File: config.mk
export PLATFORM = sky130hd
export DESIGN_NAME = note_tone_player_flat
export DESIGN_NICKNAME = d
export VERILOG_FILES = /design/src/rtl/note_tone_player_pkg.sv /design/src/rtl/note_tone_player_if.sv /design/src/rtl/note_tone_player_dur_timer.sv /design/src/rtl/note_tone_player.sv /design/src/flat_wrapper.sv
export SDC_FILE = /design/constraint.sdc
export NUM_CORES = 1
export LEC_CHECK = 0
export CORE_ASPECT_RATIO = 0.5
export CORE_UTILIZATION = 45
export CTS_CLUSTER_DIAMETER = 200
export CTS_CLUSTER_SIZE = 40
export DETAILED_ROUTE_END_ITERATION = 16
export GPL_ROUTABILITY_DRIVEN = 0
export PLACE_DENSITY = 0.8
export SETUP_SLACK_MARGIN = 0.4
export SLEW_MARGIN = 20
export SYNTH_ARGS = -nofsm -noshare
export SYNTH_HDL_FRONTEND = slang
export SYNTH_SLANG_ARGS = --single-unit
File: constraint.sdc
create_clock -name clk -period 2.9 [get_ports clk]
set_clock_uncertainty 0.15 [all_clocks]
set_input_delay 0.58 -clock clk [delete_from_list [all_inputs] [get_ports clk]]
set_output_delay 0.58 -clock clk [all_outputs]
set_load 0.005 [all_outputs]
File: src/rtl/note_tone_player_pkg.sv
// music_pkg: shared types and default widths for the note player datapath.
//   player_state_t : IDLE -> START -> PLAY -> [GAP] -> IDLE
//   PERIOD_W       : half-period / downstream counter width
//   DUR_W          : note duration width, in clock cycles
//   GAP_CYCLES     : silent cycles after each note (only built with NOTE_GAP_EN)
package music_pkg;

    localparam int PERIOD_W   = 8;
    localparam int DUR_W      = 16;
    localparam int GAP_CYCLES = 4;

    typedef enum logic [1:0] {
        IDLE  = 2'd0,
        START = 2'd1,
        PLAY  = 2'd2,
        GAP   = 2'd3
    } player_state_t;

endpackage

File: src/rtl/note_tone_player_if.sv
// note_tone_player_if: valid/ready note handshake from the song sequencer.
//   note_valid  : source -> player, note fields valid
//   note_ready  : player -> source, note can be accepted
//   note_period : half-period in cycles, 0 = rest
//   note_dur    : duration in cycles, 0 = discard
// Modports: master (sequencer side), slave (player side).
interface note_tone_player_if #(
    parameter int PERIOD_W = music_pkg::PERIOD_W,
    parameter int DUR_W    = music_pkg::DUR_W
) ();
    logic                note_valid;
    logic                note_ready;
    logic [PERIOD_W-1:0] note_period;
    logic [DUR_W-1:0]    note_dur;

    modport master (output note_valid, note_period, note_dur, input note_ready);
    modport slave  (input note_valid, note_period, note_dur, output note_ready);
endinterface

File: src/rtl/note_tone_player_dur_timer.sv
// note_dur_timer: loadable down-counter with a last-cycle flag.
// Used for both the note duration and the post-note gap.
//   clk, rst_n : clock, async active-low reset
//   i_load     : load i_val (wins over i_en)
//   i_val      : load value
//   i_en       : count down by one; holds at 1 so it never wraps
//   o_last     : count is 1, i.e. this is the final cycle of the interval
module note_dur_timer #(
    parameter int W = 16
) (
    input  logic         clk,
    input  logic         rst_n,
    input  logic         i_load,
    input  logic [W-1:0] i_val,
    input  logic         i_en,
    output logic         o_last
);
    logic [W-1:0] r_cnt;

    always_ff @(posedge clk or negedge rst_n) begin
        if (!rst_n)                        r_cnt <= '0;
        else if (i_load)                   r_cnt <= i_val;
        else if (i_en && (r_cnt > W'(1)))  r_cnt <= r_cnt - W'(1);
    end

    assign o_last = (r_cnt == W'(1));
endmodule

File: src/rtl/note_tone_player.sv
// note_tone_player: accepts (half-period, duration) notes and plays them as a
// square wave, using an external 8-bit loadable down-counter for the pitch.
// Build option: NOTE_GAP_EN adds GAP_CYCLES silent busy cycles after each note.
// Ports:
//   clk, rst_n : clock, async active-low reset
//   s_note     : note handshake (slave modport); ready only in IDLE
//   cnt_load   : load strobe to the downstream counter
//   cnt_in     : counter reload value (period-1), 0 when not loading
//   cnt_done   : counter-at-zero from the downstream counter
//   audio      : registered square-wave output
//   busy       : player is not in IDLE
module note_tone_player #(
    parameter int PERIOD_W   = music_pkg::PERIOD_W,
    parameter int DUR_W      = music_pkg::DUR_W
`ifdef NOTE_GAP_EN
   ,parameter int GAP_CYCLES = music_pkg::GAP_CYCLES
`endif
) (
    input  logic                clk,
    input  logic                rst_n,
    note_tone_player_if.slave   s_note,
    output logic                cnt_load,
    output logic [PERIOD_W-1:0] cnt_in,
    input  logic                cnt_done,
    output logic                audio,
    output logic                busy
);
    import music_pkg::*;

    player_state_t       r_state;
    logic [PERIOD_W-1:0] r_period;
    logic [DUR_W-1:0]    r_dur;
    logic                r_audio;

    logic                w_tone;
    logic                w_last;
    logic                w_tmr_load;
    logic [DUR_W-1:0]    w_tmr_val;
    logic                w_tmr_en;
    logic [PERIOD_W-1:0] w_reload;

    assign w_tone   = (r_period != '0);
    assign w_reload = r_period - PERIOD_W'(1);

    // One timer serves the note duration and, when built, the gap. The load
    // on the last PLAY cycle overrides that cycle's decrement.
`ifdef NOTE_GAP_EN
    assign w_tmr_load = (r_state == START) || ((r_state == PLAY) && w_last);
    assign w_tmr_val  = (r_state == START) ? r_dur : DUR_W'(GAP_CYCLES);
    assign w_tmr_en   = (r_state == PLAY) || (r_state == GAP);
`else
    assign w_tmr_load = (r_state == START);
    assign w_tmr_val  = r_dur;
    assign w_tmr_en   = (r_state == PLAY);
`endif

    note_dur_timer #(.W(DUR_W)) u_timer (
        .clk    (clk),
        .rst_n  (rst_n),
        .i_load (w_tmr_load),
        .i_val  (w_tmr_val),
        .i_en   (w_tmr_en),
        .o_last (w_last)
    );

    // Reload on the START cycle and on each counter expiry in PLAY, except on
    // the final note cycle where the note ends instead. Rests never load, so
    // the period-1 underflow value is never driven.
    always_comb begin
        cnt_load = 1'b0;
        if (w_tone) begin
            if (r_state == START)
                cnt_load = 1'b1;
            else if ((r_state == PLAY) && cnt_done && !w_last)
                cnt_load = 1'b1;
        end
    end

    assign cnt_in = cnt_load ? w_reload : '0;

    always_ff @(posedge clk or negedge rst_n) begin
        if (!rst_n) begin
            r_state  <= IDLE;
            r_period <= '0;
            r_dur    <= '0;
            r_audio  <= 1'b0;
        end else begin
            case (r_state)
                IDLE: begin
                    if (s_note.note_valid) begin
                        r_period <= s_note.note_period;
                        r_dur    <= s_note.note_dur;
                        // Zero-duration notes are consumed and dropped.
                        if (s_note.note_dur != '0)
                            r_state <= START;
                    end
                end
                START: r_state <= PLAY;
                PLAY: begin
                    if (w_last) begin
                        r_audio <= 1'b0;
`ifdef NOTE_GAP_EN
                        r_state <= GAP;
`else
                        r_state <= IDLE;
`endif
                    end else if (w_tone && cnt_done) begin
                        r_audio <= ~r_audio;
                    end
                end
`ifdef NOTE_GAP_EN
                GAP: begin
                    if (w_last)
                        r_state <= IDLE;
                end
`endif
                default: r_state <= IDLE;
            endcase
        end
    end

    assign s_note.note_ready = (r_state == IDLE);
    assign busy              = (r_state != IDLE);
    assign audio             = r_audio;
endmodule

File: src/flat_wrapper.sv
// flat-port wrapper written by rule: the top's interface ports become plain ports
module note_tone_player_flat import music_pkg::*;
#(
    parameter int PERIOD_W   = music_pkg::PERIOD_W,
    parameter int DUR_W      = music_pkg::DUR_W

)
  (clk, rst_n, cnt_load, cnt_in, cnt_done, audio, busy, s_note_note_valid, s_note_note_period, s_note_note_dur, s_note_note_ready);
  note_tone_player_if #(.PERIOD_W(PERIOD_W), .DUR_W(DUR_W)) s_note_i ();
  input  logic clk;
  input  logic rst_n;
  output logic cnt_load;
  output logic [PERIOD_W-1:0] cnt_in;
  input  logic cnt_done;
  output logic audio;
  output logic busy;
  input wire logic [$bits(s_note_i.note_valid)-1:0] s_note_note_valid;
  input wire logic [$bits(s_note_i.note_period)-1:0] s_note_note_period;
  input wire logic [$bits(s_note_i.note_dur)-1:0] s_note_note_dur;
  output wire logic [$bits(s_note_i.note_ready)-1:0] s_note_note_ready;
  assign s_note_i.note_valid = s_note_note_valid;
  assign s_note_i.note_period = s_note_note_period;
  assign s_note_i.note_dur = s_note_note_dur;
  assign s_note_note_ready = s_note_i.note_ready;
  note_tone_player #(.PERIOD_W(PERIOD_W), .DUR_W(DUR_W)) u_core (.clk(clk), .rst_n(rst_n), .s_note(s_note_i), .cnt_load(cnt_load), .cnt_in(cnt_in), .cnt_done(cnt_done), .audio(audio), .busy(busy));
endmodule
==> results.py <==
metrics = {
    "floorplan": {
        "die_h_um": 52.22,
        "initial_core_util": 0.4917,
        "die_w_um": 102.4,
        "num_io_pins": 40,
        "core_sq_um": 4616,
        "die_area_sq_um": 5349,
        "row_count": 17,
    },
    "timing": {
        "finalHoldViolCount": 0,
        "fin_crit_sh": 0.9231,
        "hold_slack_ns": 0.2892,
        "maxSlewViolCount": 0,
        "grt_setup_unrepaired": "yes",
        "maxSlewHeadroom": 0.3648,
        "worst_pin_slew_ns": 0.9527,
        "tns_ns": 0,
        "setup_viol": 0,
        "fmax_ghz": 0.3736,
        "min_period_ns": 2.677,
    },
    "critical_path": {
        "critPathCapture": "cnt_in[5]",
        "required_ns": 2.17,
        "max_stage_delay_ns": 0.41,
        "startpoint_type": "register",
        "r2r_end": "u_core.u_timer.r_cnt[13]$_DFFE_PN0P_",
        "crit_chain": "nor3_2 -> and3_4 -> a41o_4 -> a2bb2oi_4 -> buf_6 -> nor2_2 -> buf_2",
        "cp.arrival_ns": 1.95,
        "critPathMaxFanout": 4,
        "worstRegToRegCells": 6,
        "crit_type": "register to output pin",
        "rrSetupSlack_ns": 0.64,
        "r2r_start": "u_core.u_timer.r_cnt[0]$_DFFE_PN0P_",
        "critPathSlowestCell": "dfrtp_1",
        "cp-startpoint": "u_core.u_timer.r_cnt[12]$_DFFE_PN0P_",
        "cp-end-kind": "output pin",
    },
    "power": {
        "leakagePower_nw": 1.259,
        "ir_drop_mv": 0.6063,
        "pwr_density_cell_nw_per_um2": 1046,
    },
    "clock_network": {
        "cts_buffers": 5,
        "clkLatencyLatePin_ns": 0.29,
        "cts_tree": "yes",
        "clkTransAtPathRegs_ns": 0.08,
        "clockBufferDepth": 2,
        "clock_sinks": 43,
        "ctsHtreeMaxLevel": 2,
        "clockRootBuffer": "clkbuf_8",
    },
    "grt": {
        "grt_first_pass_wirelength_um": 10230,
        "grt_max_degree": 44,
        "gr-total-overflow": 0,
        "antenna_found_initial": 0,
        "grt_pass1_vias": 2094,
        "globalRouteTotalUtil": 0.2611,
    },
    "logic_synthesis": {
        "synth_fp_nets": 255,
        "synth_top_family_by_area": "simple AND/OR/NAND/NOR gates",
        "yosysUniqueCellTypes": 43,
        "avgSynthCellArea_sq_um": 10.18,
        "synthFlopType": "dfrtp_1",
        "yosys_warnings": 0,
        "synthSimpleGateAreaFrac": 0.2216,
        "synth_compound_area_frac": 0.1185,
        "ys_seq_area_frac": 0.4741,
        "synthCells": 223,
        "synth.cell_area_sq_um": 2270,
        "synth-edff-count": 0,
        "async_flop_share": 1.000,
        "muxShareOfSynthArea": 0.1092,
        "synth_xor_area_frac": 0.02701,
        "synth_seq_cells": 43,
        "synth_fa_ha_area_frac": 0.02205,
    },
    "drt": {
        "wl_per_cell_um": 17.54,
        "first_pass_iters": 5,
        "ant_nets": 0,
        "vias": 2078,
        "drc": 0,
        "routed_wl_um": 6262,
        "drt-vias-per-instance": 5.821,
        "first_iter_violations": 150,
    },
    "finish": {
        "final_util": 0.6701,
        "mostFrequentLayoutCells": "dfrtp_1 (40), clkdlybuf4s50_1 (29), buf_4 (24)",
        "layout_commonest_cell": "dfrtp_1",
        "area.growth.synth_to_final_pct": 36.27,
        "diodes": 0,
        "nFillCells": 333,
        "finalNetCount": 322,
        "drive_above_1_share": 0.3265,
    },
    "outcome": {
        "status": "completed",
    },
    "flow_run": {
        "maxCapViolations": 0,
    },
    "hold_path": {
        "hold_path_class": "input port to asynchronous set/reset pin",
    },
    "placed_design": {
        "portBuffers": 39,
        "hpwl_um": 4086,
    },
}
==> Yosys cell counts, types with 2 or more instances <==
cell      instances  area, sq um
dfrtp_1          43         1076
mux2_2           22        247.7
nor2_1           21        78.83
nand2_1          19        71.32
nand3_1          10        50.05
nor4_1           10        62.56
o21ai_0           8        40.04
a21oi_1           7        35.03
inv_1             7        26.28
nor3_1            7        35.03
nand4_1           6        37.54
buf_2             5        25.02
ha_1              4        50.05
nand2b_1          4        25.02
o211ai_1          4        30.03
xor2_1            4        35.03
a31oi_1           3        18.77
clkbuf_1          3        11.26
o311ai_0          3        26.28
xnor2_1           3        26.28
a311oi_1          2        17.52
and2_1            2        12.51
nor2b_1           2        12.51
nor4b_1           2        17.52
or2_2             2        12.51
or3_1             2        12.51
or4_1             2        15.01
==> worst max-delay path, delay by kind of cell, from the launching register on <==
kind,cells,cell delay (ns)
DFF,1,0.41
buffers and inverters,2,0.27
AOI/OAI and AO/OA,2,0.46
and+or+nand+nor,3,0.52
==> layer usage <==
layer | vias to the layer above | routed length, um | global-route usage
met2 | 91 | 2982 | 0.4433
met4 | 0 | 123 | 0.09524
met1 | 1015 | 2739 | 0.3328
li1 | 956 | - | -
met3 | 16 | 417 | 0.05600
met5 | - | 0 | 0
==> registers in the layout (all words and copies together) (netlist names) <==
signal and cells:
u_core.r_dur 16, u_core.u_timer.r_cnt 16, u_core.r_period 8, u_core.r_state 2
u_core.audio 1
==> repair_timing <==
| action | CTS | global route |
|---|---|---|
| hold buffers | 0 | 0 |
| gates cloned | 1 | 0 |
| setup endpoints to repair | 9 | 9 |
| gates resized for setup | 60 | 1 |
| setup buffers | 20 | 0 |
| pin swaps | 9 | 1 |
==> how the worst min path moves through the flow <==
| stage | from | end | slack [ns] |
|---|---|---|---|
| after floorplan | rst_n | u_core.audio$_DFFE_PN0P_ | 0.13 |
| after global placement | u_core.r_dur[6]$_DFFE_PN0P_ | u_core.u_timer.r_cnt[6]$_DFFE_PN0P_ | 0.32 |
| after detailed placement | u_core.r_dur[13]$_DFFE_PN0P_ | u_core.u_timer.r_cnt[13]$_DFFE_PN0P_ | 0.32 |
| after CTS | rst_n | u_core.u_timer.r_cnt[4]$_DFFE_PN0P_ | 0.31 |
| after global routing | rst_n | u_core.r_period[0]$_DFFE_PN0P_ | 0.36 |
| final | rst_n | u_core.r_dur[3]$_DFFE_PN0P_ | 0.29 |
==> through the flow <==
step	std cells	area [sq um]	worst slack, ns	power [mW]
CTS	357	3090	0.2949	3.171
global route	357	3093	0.1749	3.445
floorplan	223	2270	0.5509	1.977
global placement	328	2761	0.1559	2.431
detailed placement	328	2761	0.01779	2.493
finish	357	3093	0.2230	3.234
==> final cells by class <==
type                            count  area (sq um)  area share
Multi-Input combinational cell    166          1232      0.3985
Clock buffer                        8         100.1     0.03236
Sequential cell                    43          1080      0.3491
Timing Repair Buffer               67         571.8      0.1849
Inverter                            7         26.28    0.008495
Tap cell                           66         82.58     0.02670
==> where the power goes <==
part / leakage, nW / switching, mW / internal, mW
sequential: 0.507 / 0.301 / 0.904
combinational: 0.700 / 0.770 / 0.843
clock: 0.0515 / 0.199 / 0.218
total: 1.26 / 1.27 / 1.96
==> cells by family (layout without fill, tap and decap cells) <==
kind of cell               after synthesis  after routing
AOI/OAI and AO/OA                       37             38
buffers and inverters                   15             82
xor gates and xnor gates                 7              7
DFF                                     43             43
and+or+nand+nor                         95             95
adders and majority gates                4              4
muxes                                   22             22
Power figures use the tool's default switching activity.
